File: src/rtl/traffic_pkg.sv
// -----------------------------------------------------------------------------
// traffic_pkg
// Shared definitions for the traffic light subsystem: phase-timer state
// encoding, default timing constants and the 3-bit lamp codes driven onto the
// controller's L1..L8 outputs.
// -----------------------------------------------------------------------------
package traffic_pkg;

   // Phase timer states
   typedef enum logic [1:0] {
      ST_IDLE = 2'd0,   // waiting for the first phase-entry pulse
      ST_RUN  = 2'd1,   // timing the current phase
      ST_DONE = 2'd2    // long interval reached, counters frozen
   } timer_state_e;

   // Default timing: 100 MHz board clock, 5 s short / 15 s long interval
   localparam int DEF_CLK_DIV = 100_000_000;
   localparam int DEF_T_SHORT = 5;
   localparam int DEF_T_LONG  = 15;

   // Lamp codes, one bit per lamp {red, yellow, green}
   typedef enum logic [2:0] {
      LT_OFF        = 3'b000,
      LT_GREEN      = 3'b001,
      LT_YELLOW     = 3'b010,
      LT_RED        = 3'b100,
      LT_RED_YELLOW = 3'b110
   } light_e;

   // Width of a counter that holds 0..div-1; a divide-by-1 still needs one bit
   function automatic int prescale_width(input int div);
      return (div > 1) ? $clog2(div) : 1;
   endfunction

endpackage

File: src/rtl/tick_prescaler.sv
// -----------------------------------------------------------------------------
// tick_prescaler
// Divides clk down to a one-cycle tick every CLK_DIV enabled cycles.
//
// Ports:
//   clk   in  - rising-edge clock
//   reset in  - asynchronous, active-high reset
//   clr   in  - synchronous clear of the count (wins over en)
//   en    in  - count enable; count holds while low
//   tick  out - high in the enabled cycle where the count wraps to 0
// -----------------------------------------------------------------------------
module tick_prescaler
   import traffic_pkg::*;
#(
   parameter int CLK_DIV = DEF_CLK_DIV
) (
   input  logic clk,
   input  logic reset,
   input  logic clr,
   input  logic en,
   output logic tick
);

   localparam int            PW     = prescale_width(CLK_DIV);
   localparam logic [PW-1:0] C_LAST = PW'(CLK_DIV - 1);

   logic [PW-1:0] r_cnt;
   logic          w_wrap;

   // Tick is combinational so the consumer's registered counter advances on
   // the same edge the prescaler wraps; with CLK_DIV=1 the count sits at 0
   // and every enabled cycle is a tick.
   assign w_wrap = (r_cnt == C_LAST);
   assign tick   = en && w_wrap;

   // NOTE: sequential state is updated with non-blocking assignments so every
   // flop samples the pre-edge value of every other flop.
   always_ff @(posedge clk or posedge reset) begin
      if (reset) begin
         r_cnt <= '0;
      end else if (clr) begin
         r_cnt <= '0;
      end else if (en) begin
         r_cnt <= w_wrap ? '0 : r_cnt + 1'b1;
      end
   end

endmodule

File: src/rtl/traffic_phase_timer.sv
// -----------------------------------------------------------------------------
// traffic_phase_timer
// Times the current traffic phase in whole seconds and raises ts (short time
// elapsed) and then tl (long time elapsed) as levels held until the next
// start. hold freezes timing during an emergency override.
//
// Ports:
//   clk     in        - rising-edge clock
//   reset   in        - asynchronous, active-high reset
//   start   in        - one-cycle phase-entry pulse, (re)starts timing
//   hold    in        - level, freezes prescaler and seconds counter in RUN
//   ts      out       - registered, high once elapsed >= T_SHORT
//   tl      out       - registered, high once elapsed >= T_LONG
//   busy    out       - registered, high while timing a phase
//   elapsed out [CW]  - whole seconds elapsed in the current phase
// -----------------------------------------------------------------------------
module traffic_phase_timer
   import traffic_pkg::*;
#(
   parameter int CLK_DIV = DEF_CLK_DIV,
   parameter int CW      = 8,
   parameter int T_SHORT = DEF_T_SHORT,
   parameter int T_LONG  = DEF_T_LONG
) (
   input  logic          clk,
   input  logic          reset,
   input  logic          start,
   input  logic          hold,
   output logic          ts,
   output logic          tl,
   output logic          busy,
   output logic [CW-1:0] elapsed
);

   localparam logic [CW-1:0] C_T_SHORT = CW'(T_SHORT);
   localparam logic [CW-1:0] C_T_LONG  = CW'(T_LONG);

   timer_state_e  r_state, w_state_next;
   logic [CW-1:0] r_elapsed, w_elapsed_next, w_elapsed_inc;
   logic          r_ts, w_ts_next;
   logic          r_tl, w_tl_next;
   logic          r_busy, w_busy_next;
   logic          w_pre_en, w_tick;

   // The prescaler only runs while timing and not frozen; start clears it and
   // takes priority over counting in the same cycle.
   assign w_pre_en = (r_state == ST_RUN) && !hold && !start;

   tick_prescaler #(
      .CLK_DIV (CLK_DIV)
   ) u_prescaler (
      .clk   (clk),
      .reset (reset),
      .clr   (start),
      .en    (w_pre_en),
      .tick  (w_tick)
   );

   assign w_elapsed_inc = r_elapsed + 1'b1;

   // NOTE: every signal written here gets a default first, so no path leaves
   // it unassigned and no latch is inferred.
   always_comb begin
      w_state_next   = r_state;
      w_elapsed_next = r_elapsed;
      w_ts_next      = r_ts;
      w_tl_next      = r_tl;

      if (start) begin
         w_state_next   = ST_RUN;
         w_elapsed_next = '0;
         w_ts_next      = 1'b0;
         w_tl_next      = 1'b0;
      end else begin
         case (r_state)
            ST_IDLE: ;
            ST_RUN: begin
               if (w_tick) begin
                  w_elapsed_next = w_elapsed_inc;
                  if (w_elapsed_inc == C_T_SHORT) w_ts_next = 1'b1;
                  // Reaching T_LONG saturates elapsed by leaving RUN
                  if (w_elapsed_inc == C_T_LONG) begin
                     w_tl_next    = 1'b1;
                     w_state_next = ST_DONE;
                  end
               end
            end
            ST_DONE: ;
            default: w_state_next = ST_IDLE;
         endcase
      end

      // busy is registered from the next state so it changes on the same
      // edge as the state itself
      w_busy_next = (w_state_next == ST_RUN);
   end

   always_ff @(posedge clk or posedge reset) begin
      if (reset) begin
         r_state   <= ST_IDLE;
         r_elapsed <= '0;
         r_ts      <= 1'b0;
         r_tl      <= 1'b0;
         r_busy    <= 1'b0;
      end else begin
         r_state   <= w_state_next;
         r_elapsed <= w_elapsed_next;
         r_ts      <= w_ts_next;
         r_tl      <= w_tl_next;
         r_busy    <= w_busy_next;
      end
   end

   assign ts      = r_ts;
   assign tl      = r_tl;
   assign busy    = r_busy;
   assign elapsed = r_elapsed;

endmodule

File: config.mk
export PLATFORM = sky130hd
export DESIGN_NAME = traffic_phase_timer
export DESIGN_NICKNAME = d
export VERILOG_FILES = /design/src/rtl/traffic_pkg.sv /design/src/rtl/tick_prescaler.sv /design/src/rtl/traffic_phase_timer.sv
export SDC_FILE = /design/constraint.sdc
export NUM_CORES = 1
export LEC_CHECK = 0
export ABC_AREA = 0
export CAP_MARGIN = 40
export CORE_ASPECT_RATIO = 0.7
export CORE_MARGIN = 2
export CORE_UTILIZATION = 53
export CTS_CLUSTER_DIAMETER = 120
export DETAILED_ROUTE_END_ITERATION = 16
export HOLD_SLACK_MARGIN = 0.02
export PLACE_DENSITY = 0.76
export SLEW_MARGIN = 20
export SYNTH_ARGS = -nofsm -noshare
export SYNTH_HDL_FRONTEND = slang
export SYNTH_SLANG_ARGS = --single-unit
File: constraint.sdc
create_clock -name clk -period 2.1 [get_ports clk]
set_input_delay 0.315 -clock clk [delete_from_list [all_inputs] [get_ports clk]]
set_output_delay 0.315 -clock clk [all_outputs]
set_load 0.005 [all_outputs]
==> flow_metrics.tcl, run 1 <==
set metrics [dict create \
    avgSynthCellArea_um2 9.05 \
    synth_fp_nets 260 \
    finalPower_uw 1480 \
    synth_enable_flop_cells 0 \
    grt_pass1_wl_mm 9.36 \
    gp_congestion 0.818 \
    comb_power_share 0.085 \
    initial_core_util 0.567 \
    n_antenna_cell 0 \
    die_h_um 58.9 \
    vias 2097 \
    vias_per_cell 5.81 \
    r2r_start "u_prescaler.r_cnt[0]" \
    startpoint_type "register" \
    root_buffer "clkbuf_8" \
    cts_tree "yes" \
    first_iter_violations 125 \
    place_ws_ns -0.250 \
    fmax_mhz 482 \
    vdd_drop_max_uv 325 \
    slew_viol_final 0 \
    rsz0062_at_grt "yes" \
    grt_max_degree 41 \
    insertion_delay_ns 0.30 \
    max_slew_margin 0.654 \
    grt_overflow 0 \
    p_clk_frac 0.381 \
    synth_cell_types 48 \
    postLayoutCellArea_um2 2960 \
    dpl.hpwl_mm 4.07 \
    routed_wl_mm 5.75 \
    path_max_fanout 4 \
    worstSetupEndpointType "register" \
    ys_ff_latch 40 \
    fin_crit_sh 0.988 \
    ys_async_sr_fraction 1.00 \
    stdcell_count 361 \
    ios 15 \
    grt_usage 0.259 \
    area_growth_pct 29.9 \
    setup_tns_ns 0 \
    cts.sinks 40 \
    cts.hold.buffers_added 0 \
    drv_cap 0 \
    clkTransAtPathRegs_ns 0.08 \
    die_w_um 82.4 \
    switching_power_uw 350 \
    hold_violations 0 \
    p_seq_frac 0.534 \
    worst_slew_pin_slew_ns 0.519 \
    num-nets-final 317 \
    cts_buffer_depth 2 \
    grt_pass1_vias 1915 \
    yosysSeqAreaShare 0.439 \
    drt-pass1-iter-count 4 \
    placed_cell_area_um2 2790 \
    htreeDepth 2 \
    cts_buffers 5 \
    synth_area_um2 2280 \
    crit_start "u_prescaler.r_cnt[0]" \
    reg2reg_slack_ns 0.03 \
    crit_arrival_ns 2.28 \
    r2r_cells 8 \
    r2r-end "u_prescaler.r_cnt[24]" \
    ant_nets 0 \
    drcViolationCount 0 \
    die_area_um2 4850 \
    syn_inst 252 \
    ys.warnings.count 0 \
    critPathKind "register to register" \
    status "finished, final reports clean" \
    crit_path_end "u_prescaler.r_cnt[24]" \
    fp.coreArea_um2 4020 \
    antenna_found_initial 0 \
    dp_cells 351 \
    hold_path.class "primary input to async pin" \
    layout-drive-gt1-share 0.246 \
    fin_crit_ns 2.07 \
    setup_viol 0 \
    synth_ff_type "dfrtp_1" \
    wire_per_inst_um 15.9 \
    p_int_uw 1130 \
    required_ns 2.31 \
    power.static_leakage_uw 0.00125 \
    final.setup.worst_slack_ns 0.0251 \
    power_density_nw_per_um2 499 \
    std_cell_rows 19 \
    portBuffers 14 \
    finClkSkew_ns 0.00907 \
    switching_share 0.237 \
]
[how the worst min path moves through the flow]
stage	to	cells after the start
2_1_floorplan	u_prescaler.r_cnt[26]	1
3_3_place_gp	u_prescaler.r_cnt[26]	1
3_5_place_dp	u_prescaler.r_cnt[26]	1
4_1_cts	r_state[1]	3
5_1_grt	u_prescaler.r_cnt[2]	3
6_report	u_prescaler.r_cnt[5]	3
[synth_stat cells (all sizes together), types with 4 or more instances]
cell | count | area, um2
nor4 | 9 | 62.6
nand2 | 19 | 71.3
dfrtp | 40 | 1000
clkbuf | 7 | 30.0
buf | 5 | 31.3
nand4 | 11 | 90.1
a21oi | 19 | 95.1
nor2 | 19 | 71.3
inv | 11 | 41.3
and3 | 7 | 43.8
nor3 | 5 | 25.0
a31oi | 7 | 43.8
nand3 | 20 | 100
ha | 4 | 50.1
nand2b | 4 | 25.0
or3 | 7 | 48.8
o21ai | 11 | 55.1
xnor2 | 8 | 70.1
[routing by layer]
layer / part of all wire / wire length, um / track usage
met2: 0.43 / 2470 / 0.365
met5: 0 / 0 / 0
met3: 0.058 / 334 / 0.0537
met1: 0.50 / 2900 / 0.411
met4: 0.0070 / 40 / 0.0500
[critical path: stages (launching register included)]
cell and delay, ns:
dfrtp_1 0.41, ha_4 0.17, nand4_4 0.09, buf_6 0.14, buf_4 0.15, nor4_1 0.45, nand4_1 0.18, or3_1 0.33
o21ai_0 0.09
[sequential cells by signal, indices dropped and copies added, names as in the netlist]
register           cells
ts                     1
tl                     1
u_prescaler.r_cnt     27
r_state                2
elapsed                8
busy                   1
[through the flow]
| step | utilization | hold WS [ns] |
|---|---|---|
| detailed placement | 0.694 | 0.499 |
| floorplan | - | 0.444 |
| finish | 0.737 | 0.441 |
| global route | 0.737 | 0.519 |
| CTS | 0.725 | 0.467 |
| global placement | 0.692 | 0.470 |
[cells in the final DEF, fill, tap and decap left out, drive strengths merged, types with 3 or more instances in the layout]
master         count
buf               48
dfrtp             40
nand3             20
nor2              19
nand2             19
a21oi             19
clkdlybuf4s50     14
o21ai             11
inv               11
nand4             11
nor4               9
xnor2              8
and3               7
a31oi              7
clkbuf             7
or3                7
nor3               5
nand2b             4
ha                 4
xor2               3
mux2i              3
a21o               3
[power groups by stage]
stage          logic, uW  registers (uW)  clock network [uW]
2_1_floorplan       61.0             807                   0
3_3_place_gp         116             803                   0
3_5_place_dp         119             803                   0
4_1_cts              121             788                 564
5_1_grt              139             791                 606
6_report             126             789                 562
[area by class of cell]
cell class / count / area [um2]
multi-input combinational: 189 / 1240
fill: 291 / 1060
sequential: 40 / 1000
timing repair buffer: 62 / 517
clock buffer: 7 / 96.3
tap: 52 / 65.1
inverter: 11 / 41.3
[logic make-up (layout without fill, tap and decap cells)]
family / count (synthesis) / in the layout / synth area share
fa+ha+maj: 4 / 4 / 0.0220
buf+inv: 23 / 80 / 0.0450
mux: 3 / 3 / 0.0132
simple gates: 115 / 115 / 0.284
xor+xnor: 11 / 11 / 0.0423
compound gates: 56 / 56 / 0.154
flops: 40 / 40 / 0.439
[repair_timing]
item                                    4_1_cts  5_1_grt
resized for setup                             4        9
endpoints found under the hold margin         0        0
endpoints found under the setup margin        9       24
cloned                                        0        0
buffers inserted                              2        1
pin swaps                                     6        2
Power figures use the tool's default switching activity.
==> run 2: changes to the inputs <==
--- a/config.mk
+++ b/config.mk
@@ -5,7 +5,6 @@
 export SDC_FILE = /design/constraint.sdc
 export NUM_CORES = 1
 export LEC_CHECK = 0
-export ABC_AREA = 0
 export CAP_MARGIN = 40
 export CORE_ASPECT_RATIO = 0.7
 export CORE_MARGIN = 2
==> results of run 2 <==
Final layout, timing and power as in run 1 (identical DEF).
==> run 3: changes to the inputs <==
--- a/config.mk
+++ b/config.mk
@@ -5,15 +5,17 @@
 export SDC_FILE = /design/constraint.sdc
 export NUM_CORES = 1
 export LEC_CHECK = 0
+export ABC_CLOCK_PERIOD_IN_PS = 2100
 export CAP_MARGIN = 40
+export CELL_PAD_IN_SITES_DETAIL_PLACEMENT = 1
+export CELL_PAD_IN_SITES_GLOBAL_PLACEMENT = 1
 export CORE_ASPECT_RATIO = 0.7
 export CORE_MARGIN = 2
-export CORE_UTILIZATION = 53
+export CORE_UTILIZATION = 41
 export CTS_CLUSTER_DIAMETER = 120
 export DETAILED_ROUTE_END_ITERATION = 16
 export HOLD_SLACK_MARGIN = 0.02
-export PLACE_DENSITY = 0.76
-export SLEW_MARGIN = 20
+export PLACE_DENSITY_LB_ADDON = 0.1
 export SYNTH_ARGS = -nofsm -noshare
 export SYNTH_HDL_FRONTEND = slang
 export SYNTH_SLANG_ARGS = --single-unit
==> run 3 against run 2 <==
  * Setup slack better by 0.025 ns
  * Total power is 0.23% lower
  * Critical path depth is 1 lower
  * Via count is 1.7% higher
  * Sequential power hardly changed
  * Maximum frequency is 1.2% higher
  * Core utilization is 17 points lower
  * Cell count is 7.2% higher
  * Critical path type unchanged
  * Critical endpoint is now elapsed[6]
  * Largest cell class unchanged
==> flow_metrics.tcl, run 3 (synthesis results as in run 1) <==
set metrics [dict create \
    num-fill-cells 611 \
    final.setup.worst_slack_ns 0.0498 \
    setup_viol 0 \
    vias 2132 \
    vdd_drop_max_uv 249 \
    fp.coreArea_um2 5310 \
    antenna_found_initial 0 \
    grt-busiest-layer "met2" \
    grt_usage 0.233 \
    grt_overflow 0 \
    fin_crit_sh 0.976 \
    critPathKind "register to register" \
    drcViolationCount 0 \
    switching_power_uw 367 \
    cts.sinks 40 \
    p_seq_frac 0.535 \
    worstSetupEndpointType "register" \
    use_met2 0.354 \
    post-route-util 0.572 \
    fmax_mhz 488 \
    ios 15 \
    place_ws_ns -0.241 \
    grt_pass1_wl_mm 11.0 \
    slew_viol_final 0 \
    area_growth_pct 33.3 \
    root_buffer "clkbuf_8" \
    finClkSkew_ns 0.00706 \
    grt_pass1_vias 2186 \
    n_antenna_cell 0 \
    die_w_um 93.1 \
    layout_common_cells "51 x buf_4, 40 x dfrtp_1, 20 x nand3_1" \
    ant_nets 0 \
    hold_path.class "primary input to async pin" \
    final_common_cell "buf_4" \
    p_int_uw 1110 \
    comb_power_share 0.094 \
    cts_tree "yes" \
    slowest_stage "dfrtp_1" \
    first_iter_violations 64 \
    max_slew_margin 0.728 \
    htreeDepth 2 \
    setup_tns_ns 0 \
    worstPathCellList "ha_4 -> nand4_4 -> buf_6 -> or3b_4 -> or3_4 -> or3_1 -> a21oi_1" \
    initial_core_util 0.429 \
    portBuffers 14 \
    power.static_leakage_uw 0.00127 \
    drv_cap 0 \
    vias_per_cell 5.51 \
    power_density_nw_per_um2 485 \
    fin_crit_ns 2.05 \
    stdcell_count 387 \
    startpoint_type "register" \
    status "finished, final reports clean" \
    num-nets-final 322 \
    grt_max_degree 41 \
    die_area_um2 6180 \
    p_clk_frac 0.371 \
    max_stage_delay_ns 0.40 \
    cts_buffers 5 \
    max_flop_register "u_prescaler.r_cnt" \
    required_ns 2.33 \
    grtUsageMet1 0.340 \
    cts.hold.buffers_added 0 \
    std_cell_rows 22 \
    path_max_fanout 4 \
    use_met3 0.0353 \
    largest_reg_flops 27 \
    layout-drive-gt1-share 0.254 \
    gp_congestion 0.771 \
    worst_slew_pin_slew_ns 0.404 \
    crit_arrival_ns 2.28 \
    dpl.hpwl_mm 4.76 \
    routed_wl_mm 6.75 \
    switching_share 0.249 \
    cts_buffer_depth 2 \
    dp_cells 374 \
    finalPower_uw 1470 \
    wire_per_inst_um 17.4 \
    hold_violations 0 \
    clkTransAtPathRegs_ns 0.08 \
    drt-pass1-iter-count 4 \
    die_h_um 66.4 \
    insertion_delay_ns 0.30 \
]
## run 3: cell count changes in the layout (fill, tap and decap cells not counted), moves of 2 or more
cell      previous run  this run
nor4_1               7         4
clkbuf_1             0         2
nor4_2               2         5
buf_4               46        51
## run 3: routing by layer
layer  up-vias  wire length, um  part of all wire
met4         0               80             0.012
li1       1044                -                 -
met2        22             3030              0.45
met5         -                0                 0
met3         8              171             0.025
met1      1058             3460              0.51
## run 3: worst max-delay path, delay by kind of cell, from the launching register on
kind	cells	cell delay (ns)
AOI/OAI and AO/OA	1	0.14
adders and majority gates	1	0.17
buffers and inverters	1	0.14
DFF	1	0.40
and+or+nand+nor	4	1.12
## run 3: worst paths after layout
check | startpoint | to | slack, ns | depth (start not counted)
setup / recovery | u_prescaler.r_cnt[0] | elapsed[6] | 0.05 | 7
hold / removal | reset | tl | 0.38 | 3
setup reg to reg | u_prescaler.r_cnt[0] | elapsed[6] | 0.05 | 7
hold reg to reg | u_prescaler.r_cnt[26] | u_prescaler.r_cnt[26] | 0.50 | 1
max in group asynchronous | reset | elapsed[6] | 1.51 | 3
min in group clk | u_prescaler.r_cnt[26] | u_prescaler.r_cnt[26] | 0.50 | 1
## run 3: area by class of cell
type / instances / area, um2 / area share
multi-input combinational: 189 / 1260 / 0.415
sequential: 40 / 1000 / 0.329
timing repair buffer: 67 / 554 / 0.182
clock buffer: 8 / 90.1 / 0.0296
tap: 72 / 90.1 / 0.0296
inverter: 11 / 41.3 / 0.0136
## run 3: metrics by stage
stage / instance area [um2] / hold WS, ns
after detailed placement: 2830 / 0.484
final: 3040 / 0.380
after global routing: 3040 / 0.422
after global placement: 2830 / 0.487
after CTS: 2970 / 0.392
after floorplan: 2290 / 0.444
## run 3: power by group through the flow
| stage | Combinational (uW) | Clock [uW] | Sequential (uW) |
|---|---|---|---|
| floorplan | 61.0 | 0 | 807 |
| global placement | 124 | 0 | 803 |
| detailed placement | 129 | 0 | 803 |
| CTS | 132 | 561 | 788 |
| global route | 152 | 590 | 790 |
| finish | 138 | 546 | 789 |
## run 3: repair_timing
action	in CTS	in global routing
buffers inserted	3	2
gates cloned	0	0
pin swaps	5	5
gates resized for setup	5	10
setup endpoints to repair	8	19
